<file path="src/rtl/score_pkg.sv">
// ============================================================================
// score_pkg : shared display types, segment constants and digit encoder
// Rev 1.0
// ============================================================================
`default_nettype none

package score_pkg;

  typedef enum logic {PLAY, OVER} disp_state_t;

  localparam logic [6:0] SEG_BLANK = 7'b1111111;
  localparam logic [6:0] SEG_DASH  = 7'b0111111;

  // Active-low {g,f,e,d,c,b,a}; non-decimal nibbles render as a dash
  function automatic logic [6:0] seg_code(input logic [3:0] d);
    logic [6:0] code;
    case (d)
      4'd0:    code = 7'b1000000;
      4'd1:    code = 7'b1111001;
      4'd2:    code = 7'b0100100;
      4'd3:    code = 7'b0110000;
      4'd4:    code = 7'b0011001;
      4'd5:    code = 7'b0010010;
      4'd6:    code = 7'b0000010;
      4'd7:    code = 7'b1111000;
      4'd8:    code = 7'b0000000;
      4'd9:    code = 7'b0010000;
      default: code = SEG_DASH;
    endcase
    return code;
  endfunction

endpackage

`default_nettype wire

</file>
<file path="src/rtl/seg7_decode.sv">
// ============================================================================
// seg7_decode : one BCD digit plus blank flag -> active-low 7-segment pattern
// Rev 1.0
// ============================================================================
`default_nettype none

module seg7_decode
  import score_pkg::*;
(
  input  logic [3:0] digit,
  input  logic       blank,
  output logic [6:0] seg
);

  always_comb begin
    seg = SEG_BLANK;
    if (!blank) seg = seg_code(digit);
  end

endmodule

`default_nettype wire

</file>
<file path="src/rtl/score_display.sv">
// ============================================================================
// score_display : live/frozen score on HEX displays, session high score,
//                 blinking on a new record
// Rev 1.0
// ============================================================================
`default_nettype none

module score_display
  import score_pkg::*;
#(
  parameter int NUM_DIGITS   = 3,
  parameter int BLINK_CYCLES = 25_000_000
) (
  input  logic                         Clock,
  input  logic                         Reset,
  input  logic                         game_over,
  input  logic [4*NUM_DIGITS-1:0]      score_bcd,
  output logic [NUM_DIGITS-1:0][6:0]   HEX,
  output logic [4*NUM_DIGITS-1:0]      high_score,
  output logic                         new_record
);

  localparam int CNT_W = $clog2(BLINK_CYCLES);
  localparam logic [CNT_W-1:0] c_cnt_max = CNT_W'(BLINK_CYCLES - 1);

  disp_state_t                   r_state;
  disp_state_t                   w_state_next;
  logic                          r_game_over_q;
  logic [4*NUM_DIGITS-1:0]       r_final;
  logic [CNT_W-1:0]              r_blink_cnt;
  logic                          r_phase_on;

  logic                          w_rise;
  logic                          w_fall;
  logic                          w_blinking;
  logic                          w_blank_all;
  logic [4*NUM_DIGITS-1:0]       w_src;
  logic [NUM_DIGITS-1:0]         w_blank;
  logic [NUM_DIGITS-1:0][6:0]    w_seg;

  assign w_rise      = game_over & ~r_game_over_q;
  assign w_fall      = (r_state == OVER) & ~game_over;
  assign w_blinking  = (r_state == OVER) & new_record;
  assign w_blank_all = w_blinking & ~r_phase_on;
  assign w_src       = (r_state == OVER) ? r_final : score_bcd;

  always_ff @(posedge Clock or posedge Reset) begin
    if (Reset) r_state <= PLAY;
    else       r_state <= w_state_next;
  end

  always_comb begin
    w_state_next = r_state;
    case (r_state)
      PLAY:    if (w_rise) w_state_next = OVER;
      OVER:    if (!game_over) w_state_next = PLAY;
      default: w_state_next = PLAY;
    endcase
  end

  // Leading-zero blanking: digit i>0 hides when it and all higher digits are 0
  generate
    for (genvar i = 0; i < NUM_DIGITS; i++) begin : g_digit
      if (i == 0) begin : g_ones
        assign w_blank[i] = w_blank_all;
      end else begin : g_upper
        assign w_blank[i] = w_blank_all | (w_src[4*NUM_DIGITS-1:4*i] == '0);
      end
      seg7_decode u_dec (
        .digit (w_src[4*i +: 4]),
        .blank (w_blank[i]),
        .seg   (w_seg[i])
      );
    end
  endgenerate

  always_ff @(posedge Clock or posedge Reset) begin
    if (Reset) begin
      r_game_over_q <= 1'b0;
      r_final       <= '0;
      high_score    <= '0;
      new_record    <= 1'b0;
      r_blink_cnt   <= '0;
      r_phase_on    <= 1'b1;
      HEX           <= '{default: SEG_BLANK};
      HEX[0]        <= seg_code(4'd0);
    end else begin
      r_game_over_q <= game_over;
      HEX           <= w_seg;
      if (r_state == PLAY && w_rise) begin
        // Upstream counter clears on this same edge, so score_bcd is still valid
        r_final <= score_bcd;
        if (score_bcd > high_score) begin
          high_score <= score_bcd;
          new_record <= 1'b1;
        end else begin
          new_record <= 1'b0;
        end
      end else if (w_fall) begin
        new_record  <= 1'b0;
        r_blink_cnt <= '0;
        r_phase_on  <= 1'b1;
      end else if (w_blinking) begin
        if (r_blink_cnt == c_cnt_max) begin
          r_blink_cnt <= '0;
          r_phase_on  <= ~r_phase_on;
        end else begin
          r_blink_cnt <= r_blink_cnt + 1'b1;
        end
      end else begin
        r_blink_cnt <= '0;
        r_phase_on  <= 1'b1;
      end
    end
  end

endmodule

`default_nettype wire

</file>
<file path="config.mk">
export PLATFORM = sky130hd
export DESIGN_NAME = score_display
export DESIGN_NICKNAME = d
export VERILOG_FILES = /design/src/rtl/score_pkg.sv /design/src/rtl/seg7_decode.sv /design/src/rtl/score_display.sv
export SDC_FILE = /design/constraint.sdc
export NUM_CORES = 1
export LEC_CHECK = 0
export BUFFER_PORTS_ARGS = -buffer_cell sky130_fd_sc_hd__buf_2
export CAP_MARGIN = 20
export CELL_PAD_IN_SITES_DETAIL_PLACEMENT = 0
export CELL_PAD_IN_SITES_GLOBAL_PLACEMENT = 2
export CORE_MARGIN = 4
export CORE_UTILIZATION = 40
export DETAILED_ROUTE_END_ITERATION = 10
export PLACE_DENSITY = 0.82
export SLEW_MARGIN = 20
export SYNTH_ARGS = -nofsm -noshare
export SYNTH_HDL_FRONTEND = slang
export SYNTH_SLANG_ARGS = --single-unit
</file>
<file path="constraint.sdc">
create_clock -name Clock -period 3.6 [get_ports Clock]
set_clock_uncertainty 0.2 [all_clocks]
set_input_delay 0.54 -clock Clock [delete_from_list [all_inputs] [get_ports Clock]]
set_output_delay 0.54 -clock Clock [all_outputs]
set_load 0.05 [all_outputs]
</file>
Word level (Yosys, flattened, before mapping)
Memories as Yosys holds them, arrays and structs flattened.
Index checks and enable logic that the tools add are counted.
- add/sub/neg operators: 1
- order comparisons: 1
- equal/unequal tests: 2
- multiplexer cells: 16
- bitwise gates (word level): 11
- reduce and logical (&&, ||, !) cells: 6
- operators with widths (kind ; count):
    2-to-1 mux 25 bit ; 3
    adder 25 x 1 -> 25 bit, second input constant ; 1
    == test 25 bit, second input constant ; 1
    2-to-1 mux 7 bit ; 3
    > comparator 12 bit ; 1
    2-to-1 mux 12 bit ; 1
    zero test 8 bit ; 1
    2-to-1 mux 1 bit ; 8
    NOT 1 bit ; 5
    AND 1 bit ; 4
    zero test 4 bit ; 1
    AND reduction 2 bit ; 2
    inequality test 3 x 2 -> 1 bit, second input constant ; 1
    bitwise OR 1 bit ; 2
    case mux 1 bit (2 select lines) ; 1
    nonzero test 2 bit ; 1
    logical AND 1 bit ; 1
- register bits: 74
- memory bits (read-only): 336
- input bits: 15
- output and inout bits: 34
- logic and storage cells: 50
- memories: 3
- memory list (name ; words ; bits a word ; rd ports ; clocked after Yosys merged registers in ; wr ports ; RTL line ; text):
    (name not given) ; 16 ; 7 ; 1 ; 0 ; 0 ; score_pkg.sv:17 ; case (d)
    (name not given) ; 16 ; 7 ; 1 ; 0 ; 0 ; score_pkg.sv:17 ;
    (name not given) ; 16 ; 7 ; 1 ; 0 ; 0 ; score_pkg.sv:17 ;

Logic depth before layout (Yosys ltp)
Gate-level depths: netlist of run 1.
- depth in word-level cells: 5
- depth in mapped cells: 8
- depth with buffers taken out: 7

Hierarchy
From an unflattened synthesis of run 1, not the netlist that was laid out.
- cell total of the unflattened synthesis: 422
- area, all modules: 4149.0 um2
- modules (own cells, without submodules) (module ; times used ; cells an instance ; area an instance (um2) ; seq. area each (um2)):
    score_display ; 1 ; 317 ; 3448.3 ; 1871.8
    seg7_decode at g_digit[0].u_dec ... ; 2 ; 35 ; 232.7 ; 0.0
    seg7_decode at g_digit[1].u_dec ; 1 ; 35 ; 235.2 ; 0.0

Worst setup path before layout of run 1
Ideal clock, no wire load.
- path type: flip-flop to flip-flop
- start: register high_score[1]
- end: register high_score[0]
- library setup time: 125 ps
- data arrival time: 2258 ps
- required time: 3275 ps
- path slack: 1018 ps
- stages on the path, launching flop included: 9
- buffers on the path: 1
- clock period less this slack: 2582 ps
- cells stage by stage: dfrtp_1 inv_1 ha_1 nor2b_1 o211ai_1 a211oi_1 o41a_1 buf_2 mux2_2
- word-level cells in the longest chain between the ends: 2
- RTL lines (item ; RTL line ; text):
    start: declaration ; score_display.sv:19 ; output logic [4*NUM_DIGITS-1:0] high_score,
    start signal: assignment ; score_display.sv:94 ; high_score <= score_bcd;
    > comparator 12 bit ; score_display.sv:93 ; if (score_bcd > high_score) begin
    AND reduction 2 bit (no line) ; n/a ;
Every way passes these cells.
A chain may end at the register's enable or synchronous reset.

Worst setup path after layout of run 1
- start: register r_state
- end: register HEX[9] (netlist name)
- word-level cells in the longest chain between the ends: 4
- elaborated cells between the ends (all ways): 7
- those cells by class: 2 x mux; 3 x bitwise; 1 x reduce/logical; 1 x memory
- RTL lines (item ; RTL line ; text):
    start: declaration ; score_display.sv:26 ; disp_state_t r_state;
    start signal: assignment ; score_display.sv:49 ; else r_state <= w_state_next;
    parallel branches: the longest is 3 deep, another holds memory read (16 x 7 bit) ; n/a ;
    2-to-1 mux 7 bit (*) ; seg7_decode.sv:17 ; if (!blank) seg = seg_code(digit);
    via g_digit[1].u_dec.seg[2] ; seg7_decode.sv:12 ; output logic [6:0] seg
    end signal: assignment ; score_display.sv:89 ; HEX <= w_seg;
    end: declaration ; score_display.sv:18 ; output logic [NUM_DIGITS-1:0][6:0] HEX,
Mark *: on every way through the listed nets, which the timed path passes.

==> impl_metrics.json, run 1 <==
{
  "reg2reg_slack_ns": 1.08,
  "worstMarginPinSlew_ns": 0.828,
  "cpMostUsedCell": "o21ai_0",
  "hold_path_depth": 1,
  "status": "completed",
  "syn_nets": 412,
  "avgSynthCellArea_sq_um": 10.7,
  "rows": 36,
  "cts_inserted_buffers": 9,
  "crit_end": "HEX[9]$_DFF_PP1_",
  "die_w_um": 107,
  "yosysWarnings": 0,
  "postCtsSetupBuffers": 0,
  "cp.depth": 7,
  "grt_max_degree": 41,
  "die_area_sq_um": 11500,
  "yosys-top-cells-count": "dfrtp_1 (58), mux2_2 (31), nor2_1 (30), o21ai_0 (30), ha_1 (27)",
  "gp_congestion": 0.756,
  "drcViolationCount": 0,
  "nNetsFinal": 469,
  "coreArea_sq_um": 9680,
  "die_h_um": 107,
  "setup_slack_ns": 1.08,
  "fin_crit_sh_pct": 70.0,
  "slew_headroom_pct": 44.7,
  "antennaDiodeCount": 0,
  "yosysMostFrequentCell": "dfrtp_1",
  "vias": 2810,
  "cp-end-kind": "flip-flop",
  "crit_chain": "buf_4 -> mux2i_1 -> ha_1 -> o211ai_1 -> o21ai_0 -> a21oi_1 -> o21ai_0",
  "synth_cell_types": 47,
  "async_flop_share_pct": 100,
  "ys_ff_latch": 74,
  "syn_inst": 370,
  "vias_per_cell": 4.97,
  "yosysTopAreaCell": "dfrtp_1",
  "h-tree-depth": 3,
  "fin_setup_tns_ns": 0,
  "r2r_cells": 7,
  "seq_area_frac_synth_pct": 47.3,
  "clock_sinks": 74,
  "ir_drop_mv": 0.463,
  "drt_iter0_drc": 100,
  "synth_edf_count": 0,
  "cts-root-buf": "clkbuf_8",
  "path_max_fanout": 14,
  "wl_per_cell_um": 14.2,
  "dr.pass1.iters": 7,
  "layout-drive-gt1-share_pct": 28.2,
  "antenna_found_initial": 0,
  "portBuffers": 48,
  "postRouteWirelength_mm": 8.03,
  "cts_tree": "yes",
  "post-place-ws_ns": 0.829,
  "grt_pass1_wl_mm": 14.0,
  "synth_top_area_share_pct": 36.7,
  "min_period_ns": 2.52,
  "r2r_start": "r_state$_DFF_PP0_",
  "overflow": 0,
  "hp-class": "input pin to flip-flop",
  "startpoint": "r_state$_DFF_PP0_",
  "path_delay_family": "compound AO/OA/AOI/OAI gates",
  "clk_pin_slew_worst_paths_ns": 0.07,
  "post-place-cells": 549,
  "cts_buffer_depth": 2,
  "maxCapViolations": 0,
  "setup_violations": 0,
  "fmax_mhz": 397,
  "hold_slack_ns": 0.129,
  "grt_pass1_vias": 2810,
  "cp_slowest_cell": "dfrtp_1",
  "postCtsHoldBufs": 0,
  "final_antenna_net_count": 0,
  "grtUsageTotal_pct": 15.4,
  "initial_utilization_pct": 40.9,
  "timing.rr.end": "HEX[9]$_DFF_PP1_",
  "p_leak_nw": 2.05,
  "drv_slew": 0,
  "cp_data_required_time_ns": 3.67,
  "place.detailed.hpwl_mm": 6.04,
  "syn_to_final_growth_pct": 15.0,
  "layout.cells.non_filler": 565,
  "start_kind": "flip-flop",
  "rsz0062_at_grt": "false",
  "crit_type": "flip-flop to flip-flop",
  "crit_buf_inv": 1,
  "powerDensity_nw_per_um2": 611,
  "synth_ff_type": "dfrtp_1",
  "finalPower_mw": 2.78,
  "cp.arrival_ns": 2.59,
  "clock_latency_ns": 0.35,
  "cts-resized-gates": 0,
  "hold_viol": 0,
  "critPathMaxStageDelay_ns": 0.57,
  "syn_area_sq_um": 3960,
  "synth.area.top_cells": "dfrtp_1 (37%), dfstp_2 (11%), mux2_2 (8.8%)",
  "num_io_pins": 49
}
-- per-stage QoR --
step / cell area, sq um / utilization [%]
finish: 4550 / 47.0
global placement: 4370 / 45.1
global route: 4550 / 47.0
floorplan: 3960 / -
CTS: 4550 / 47.0
detailed placement: 4370 / 45.1
-- placed cells by master, fill, tap and decap left out, types with 15 or more instances in the layout --
cell     count
nand3_1     21
nand2_1     24
a21oi_1     15
ha_1        27
inv_1       23
dfstp_2     16
dfrtp_1     58
nor2_1      30
mux2_2      31
o21ai_0     30
buf_2       48
-- cells by family (layout without fill, tap and decap cells) --
family / after synthesis / count (layout) / synth area share (%)
simple gates: 113 / 113 / 15.0
flops: 74 / 74 / 47.3
compound gates: 63 / 63 / 9.58
mux: 46 / 46 / 12.7
buf+inv: 31 / 93 / 3.32
fa+ha+maj: 27 / 27 / 8.54
xor+xnor: 16 / 16 / 3.54
-- how the worst min path moves through the flow --
stage | start | end
2_1_floorplan | r_game_over_q$_DFF_PP0_ | r_state$_DFF_PP0_
4_1_cts | game_over | r_game_over_q$_DFF_PP0_
5_1_grt | game_over | r_game_over_q$_DFF_PP0_
3_3_place_gp | r_game_over_q$_DFF_PP0_ | r_state$_DFF_PP0_
3_5_place_dp | r_game_over_q$_DFF_PP0_ | r_state$_DFF_PP0_
6_report | game_over | r_game_over_q$_DFF_PP0_
-- final cells by class --
type | count | area (sq um)
Clock buffer | 13 | 149
Clock inverter | 3 | 38.8
Fill cell | 954 | 5130
Inverter | 24 | 90.1
Multi-Input combinational cell | 265 | 1960
Sequential cell | 74 | 1870
Tap cell | 133 | 166
Timing Repair Buffer | 53 | 278
-- report_power, final --
group          leakage (nW)  internal [mW]  switching (mW)  total (mW)
Clock                0.0951          0.336           0.286       0.622
Sequential            0.908           1.01          0.0862        1.09
Combinational          1.05          0.314           0.753        1.07
Total                  2.05           1.66            1.13        2.78
-- state kept, by name (all words and copies together), names as in the netlist --
name,flops
r_state,1
r_final,12
r_blink_cnt,25
r_phase_on,1
r_game_over_q,1
high_score,12
HEX,21
new_record,1
-- layer usage --
layer | vias up | part of all wire, % | GRT usage [%]
li1 | 1422 | - | -
met1 | 1333 | 48 | 20.8
met2 | 45 | 46 | 23.3
met3 | 10 | 4.7 | 5.22
met4 | 0 | 1.2 | 4.60
met5 | - | 0 | 0
(Power assumes the default switching activity.)
==> inputs of run 2 (changes only) <==
--- a/config.mk
+++ b/config.mk
@@ -10,9 +10,9 @@
 export CELL_PAD_IN_SITES_DETAIL_PLACEMENT = 0
 export CELL_PAD_IN_SITES_GLOBAL_PLACEMENT = 2
 export CORE_MARGIN = 4
-export CORE_UTILIZATION = 40
+export CORE_UTILIZATION = 34
 export DETAILED_ROUTE_END_ITERATION = 10
-export PLACE_DENSITY = 0.82
+export PLACE_DENSITY = 0.75
 export SLEW_MARGIN = 20
 export SYNTH_ARGS = -nofsm -noshare
 export SYNTH_HDL_FRONTEND = slang
==> constraint.sdc (replaced) <==
create_clock -name Clock -period 2.2 [get_ports Clock]
set_clock_uncertainty 0.2 [all_clocks]
set_input_delay 0.33 -clock Clock [delete_from_list [all_inputs] [get_ports Clock]]
set_output_delay 0.33 -clock Clock [all_outputs]
set_load 0.05 [all_outputs]
==> run 2 against run 1 <==
Compared with the run above: the flow now finishes with violations (negative setup slack); non-clock buffer count increased by 30; hold slack got worse by 0.042 ns; worst setup slack got worse by 1.1 ns; sequential cell count unchanged.
==> impl_metrics.json, run 2 (same netlist as run 1, synthesis figures left out) <==
{
  "cp.arrival_ns": 2.25,
  "postRouteWirelength_mm": 8.63,
  "min_period_ns": 2.22,
  "ir_drop_mv": 0.772,
  "h-tree-depth": 3,
  "worstMarginPinSlew_ns": 0.533,
  "portBuffers": 48,
  "wl_per_cell_um": 14.3,
  "fin_crit_sh_pct": 101,
  "gp_congestion": 0.826,
  "coreArea_sq_um": 11400,
  "largest-register": "r_blink_cnt",
  "final_antenna_net_count": 0,
  "final_cell_mix": "buf_2 (48), dfrtp_1 (46), nor2_1 (30), mux2_2 (30), o21ai_0 (28)",
  "antenna_found_initial": 0,
  "die_w_um": 116,
  "vias_per_cell": 4.95,
  "fin_util_pct": 43.6,
  "cts-root-buf": "clkbuf_16",
  "finalInstanceArea_sq_um": 4980,
  "rows": 39,
  "maxCapViolations": 0,
  "grt_max_degree": 75,
  "hold_slack_ns": 0.0875,
  "drt_iter0_drc": 98,
  "cp-end-kind": "flip-flop",
  "drv_slew": 0,
  "largest_registers": "r_blink_cnt (25), HEX (21)",
  "start_kind": "flip-flop",
  "clock_sinks": 74,
  "largest_reg_flops": 25,
  "dr.pass1.iters": 4,
  "grtUsageTotal_pct": 14.3,
  "grt_pass1_vias": 3000,
  "cp_data_required_time_ns": 2.22,
  "syn_to_final_growth_pct": 25.8,
  "layout-drive-gt1-share_pct": 36.6,
  "path_max_fanout": 6,
  "violations": "negative setup slack",
  "die_h_um": 116,
  "setup_slack_ns": -0.0231,
  "die_area_sq_um": 13400,
  "finalPower_mw": 5.00,
  "crit_type": "flip-flop to flip-flop",
  "overflow": 0,
  "p_leak_nw": 2.25,
  "critPathMaxStageDelay_ns": 0.41,
  "setup_violations": 7,
  "fmax_mhz": 450,
  "nNetsFinal": 499,
  "drcViolationCount": 0,
  "final_common_cell": "buf_2",
  "clock_latency_ns": 0.34,
  "hold_viol": 0,
  "slew_headroom_pct": 64.3,
  "num_io_pins": 49,
  "initial_utilization_pct": 34.7,
  "place.detailed.hpwl_mm": 6.43,
  "cp_slowest_cell": "dfrtp_2",
  "antennaDiodeCount": 0,
  "clk_pin_slew_worst_paths_ns": 0.06,
  "grt_pass1_wl_mm": 14.9,
  "cts_buffer_depth": 2,
  "cts_inserted_buffers": 9,
  "rsz0062_at_grt": "true",
  "cts_tree": "yes",
  "place_area_sq_um": 4660,
  "vias": 2996,
  "hp-class": "input pin to flip-flop",
  "status": "finished, violations left",
  "powerDensity_nw_per_um2": 1000,
  "crit_chain": "inv_2 -> ha_4 -> nor2b_4 -> o211ai_1 -> a211oi_2 -> o41a_1 -> buf_6 -> mux2_4"
}
run 2: cell count changes in the layout (fill, tap and decap cells not counted), moves of 3 or more:
cell and delta:
buf_12 +4, buf_4 +22, clkbuf_16 +9, clkbuf_8 -10, clkinv_2 +3, dfrtp_1 -12, dfrtp_2 +12
run 2: worst paths after layout:
path	from	end	slack [ns]	cells past startpoint
setup / recovery	high_score[1]$_DFFE_PP0P_	high_score[2]$_DFFE_PP0P_	-0.02	8
hold / removal	score_bcd[3]	high_score[3]$_DFFE_PP0P_	0.09	2
setup reg to reg	high_score[1]$_DFFE_PP0P_	high_score[2]$_DFFE_PP0P_	-0.02	8
hold reg to reg	r_game_over_q$_DFF_PP0_	r_state$_DFF_PP0_	0.27	1
max in group asynchronous	Reset	HEX[6]$_DFF_PP1_	1.00	4
min in group asynchronous	Reset	r_final[11]$_DFFE_PP0P_	0.45	4
run 2: where the power goes:
part | switching, mW | total, mW | internal, mW
logic | 1.27 | 1.89 | 0.615
clock network | 0.538 | 1.29 | 0.756
registers | 0.151 | 1.82 | 1.67
run 2: metal layers:
| metal | track usage (%) | wire length, um | vias up |
|---|---|---|---|
| met1 | 18.4 | 4020 | 1460 |
| li1 | - | - | 1485 |
| met2 | 22.6 | 4130 | 40 |
| met4 | 5.57 | 156 | 0 |
| met5 | 0 | 0 | - |
| met3 | 4.49 | 329 | 11 |
run 2: cell type report:
type	instances	area, sq um
clock buffers	12	236
clock inverters	4	20.0
fillers	1145	6440
inverters	24	93.8
multi-input cells	265	2000
flip-flops and latches	74	1890
well taps	143	179
repair buffers	83	566
run 2: what timing repair did:
action / in CTS / in global routing
endpoints found under the setup margin: 0 / 28
hold endpoints to repair: 59 / 0
resized for setup: 0 / 10
buffers inserted: 0 / 1
hold buffers: 2 / 0
run 2: worst max-delay path, delay by kind of cell, from the launching register on:
family | cells | cell delay (ns)
compound gates | 3 | 0.67
mux | 1 | 0.29
fa+ha+maj | 1 | 0.20
buf+inv | 2 | 0.23
flops | 1 | 0.41
simple gates | 1 | 0.12
run 2: through the flow:
step	std cells	worst slack, ns	setup TNS (ns)
floorplan	370	-0.102	-0.918
global placement	586	-0.00415	-0.0237
detailed placement	586	-0.0443	-0.377
CTS	604	0.00403	0
global route	605	-0.112	-1.13
finish	605	-0.0231	-0.0593
==> inputs of run 3 (changes only) <==
--- a/config.mk
+++ b/config.mk
@@ -5,14 +5,14 @@
 export SDC_FILE = /design/constraint.sdc
 export NUM_CORES = 1
 export LEC_CHECK = 0
-export BUFFER_PORTS_ARGS = -buffer_cell sky130_fd_sc_hd__buf_2
 export CAP_MARGIN = 20
 export CELL_PAD_IN_SITES_DETAIL_PLACEMENT = 0
 export CELL_PAD_IN_SITES_GLOBAL_PLACEMENT = 2
 export CORE_MARGIN = 4
-export CORE_UTILIZATION = 34
+export CORE_UTILIZATION = 37
 export DETAILED_ROUTE_END_ITERATION = 10
-export PLACE_DENSITY = 0.75
+export DONT_BUFFER_PORTS = 1
+export PLACE_DENSITY = 0.74
 export SLEW_MARGIN = 20
 export SYNTH_ARGS = -nofsm -noshare
 export SYNTH_HDL_FRONTEND = slang
==> run 3 against run 2 <==
Compared with the run above: the flow now finishes without violations; combinational power is 16% lower; fmax is 3.9% higher; critical path type unchanged; utilization is 3.1 points higher; count of clock-buffer cells in the layout is 1 higher; critical path depth stayed put; largest cell class unchanged; sequential power is 15% higher; via count is 4.1% lower; hold slack worse by 0.043 ns; cell count is 5.8% lower; non-clock buffer count is 28 lower; wire length is 1.3% higher; first-iteration DRC count is 28% higher.
==> impl_metrics.json, run 3 (same netlist as run 1, synthesis figures left out) <==
{
  "crit_chain": "inv_2 -> ha_4 -> nor2b_4 -> o211ai_1 -> a211oi_1 -> o41a_1 -> buf_4 -> mux2_2",
  "ff_latch_area_sq_um": 1890,
  "die_w_um": 111,
  "cp_data_required_time_ns": 2.24,
  "fmax_mhz": 467,
  "rows": 37,
  "num_io_pins": 49,
  "maxCapViolations": 0,
  "cp-end-kind": "flip-flop",
  "grt_pass1_vias": 3038,
  "largest-register": "r_blink_cnt",
  "start_kind": "flip-flop",
  "hold_slack_ns": 0.0440,
  "path_max_fanout": 6,
  "layout-drive-gt1-share_pct": 29.3,
  "hold_viol": 0,
  "route.met2.wl_mm": 4.17,
  "die_area_sq_um": 12400,
  "clock_latency_ns": 0.35,
  "syn_to_final_growth_pct": 22.3,
  "finalPower_mw": 4.82,
  "clock_sinks": 74,
  "overflow": 0,
  "initial_utilization_pct": 38.2,
  "grt_max_degree": 61,
  "crit_type": "flip-flop to flip-flop",
  "hp-class": "input pin to flip-flop",
  "setup_violations": 0,
  "final_cell_mix": "dfrtp_1 (47), buf_4 (37), nor2_1 (30), o21ai_0 (30), mux2_2 (30)",
  "grt_pass1_wl_mm": 15.2,
  "gp_congestion": 0.804,
  "wl_per_cell_um": 15.3,
  "nFillCells": 996,
  "cts_inserted_buffers": 9,
  "vias_per_cell": 5.04,
  "slew_headroom_pct": 65.1,
  "largest_reg_flops": 25,
  "drt_iter0_drc": 125,
  "grtUsageTotal_pct": 15.0,
  "postRouteWirelength_mm": 8.74,
  "place.detailed.hpwl_mm": 6.30,
  "antenna_found_initial": 0,
  "vias": 2874,
  "critPathMaxStageDelay_ns": 0.41,
  "die_h_um": 111,
  "drv_slew": 0,
  "portBuffers": 0,
  "nNetsFinal": 471,
  "cts-root-buf": "clkbuf_8",
  "rsz0062_at_grt": "true",
  "p_leak_nw": 2.11,
  "postCtsSetupBuffers": 0,
  "dr.pass1.iters": 4,
  "largest_registers": "r_blink_cnt (25), HEX (21)",
  "antennaDiodeCount": 0,
  "cts_tree": "yes",
  "final_antenna_net_count": 0,
  "cp.arrival_ns": 2.18,
  "coreArea_sq_um": 10400,
  "clk_pin_slew_worst_paths_ns": 0.08,
  "fin_crit_sh_pct": 97.3,
  "multi_input_area_sq_um": 2000,
  "min_period_ns": 2.14,
  "drt-met1-wl_mm": 4.08,
  "cts_buffer_depth": 2,
  "h-tree-depth": 3,
  "powerDensity_nw_per_um2": 995,
  "top_layer": "met4",
  "cp_slowest_cell": "dfrtp_2",
  "worstMarginPinSlew_ns": 0.521,
  "ir_drop_mv": 0.635,
  "wl_met3_um": 347,
  "final_common_cell": "dfrtp_1",
  "drcViolationCount": 0,
  "status": "completed"
}
[run 3: cell type report]
cell class | instances | share of cell area [%]
timing repair buffer | 55 | 10.1
clock inverter | 3 | 1.34
clock buffer | 13 | 2.87
sequential | 74 | 39.0
inverter | 24 | 1.94
tap | 136 | 3.52
multi-input combinational | 265 | 41.2
[run 3: worst paths after layout]
path	from	endpoint	slack (ns)	cells after the start
max in group asynchronous	Reset	HEX[6]$_DFF_PP1_	0.93	3
max	high_score[1]$_DFFE_PP0P_	high_score[10]$_DFFE_PP0P_	0.06	8
max reg2reg	high_score[1]$_DFFE_PP0P_	high_score[10]$_DFFE_PP0P_	0.06	8
min in group asynchronous	Reset	HEX[18]$_DFF_PP1_	0.48	2
min reg2reg	r_blink_cnt[4]$_DFFE_PP0N_	r_blink_cnt[4]$_DFFE_PP0N_	0.29	1
min	score_bcd[11]	HEX[16]$_DFF_PP1_	0.04	3
[run 3: through the flow]
| stage | cell area (sq um) | utilization, % | setup TNS, ns | cells | setup slack, ns |
|---|---|---|---|---|---|
| after floorplan | 3990 | - | -0.918 | 370 | -0.102 |
| after global placement | 4470 | 43.1 | 0 | 540 | 0.0915 |
| after detailed placement | 4470 | 43.1 | 0 | 540 | 0.0754 |
| after CTS | 4810 | 46.4 | 0 | 570 | 0.0601 |
| after global routing | 4840 | 46.7 | -0.588 | 570 | -0.0652 |
| final | 4840 | 46.7 | 0 | 570 | 0.0603 |
[run 3: metal layers]
layer / GRT usage [%] / vias to the layer above
met5: 0 / -
met4: 5.92 / 0
met3: 4.02 / 14
met2: 23.8 / 36
met1: 19.7 / 1394
li1: - / 1430
[run 3: power by group]
group	leakage (nW)	internal [mW]	total [mW]	switching, mW
Combinational	1.11	0.616	1.58	0.962
Sequential	0.896	1.67	2.10	0.428
Clock	0.102	0.640	1.14	0.496
Total	2.11	2.93	4.82	1.89
[run 3: timing repair]
| action | 4_1_cts | 5_1_grt |
|---|---|---|
| resized for setup | 0 | 6 |
| setup endpoints to repair | 0 | 24 |
| hold endpoints to repair | 98 | 0 |
| hold buffers | 14 | 0 |
[run 3: worst max-delay path: cells and delay by family (launching register included)]
| kind | cells | cell delay, ns |
|---|---|---|
| AO/OA/AOI/OAI | 3 | 0.59 |
| multiplexers | 1 | 0.27 |
| buffers and inverters | 2 | 0.25 |
| flip-flops | 1 | 0.41 |
| adder cells (fa/ha/maj) | 1 | 0.20 |
| AND/OR/NAND/NOR | 1 | 0.12 |
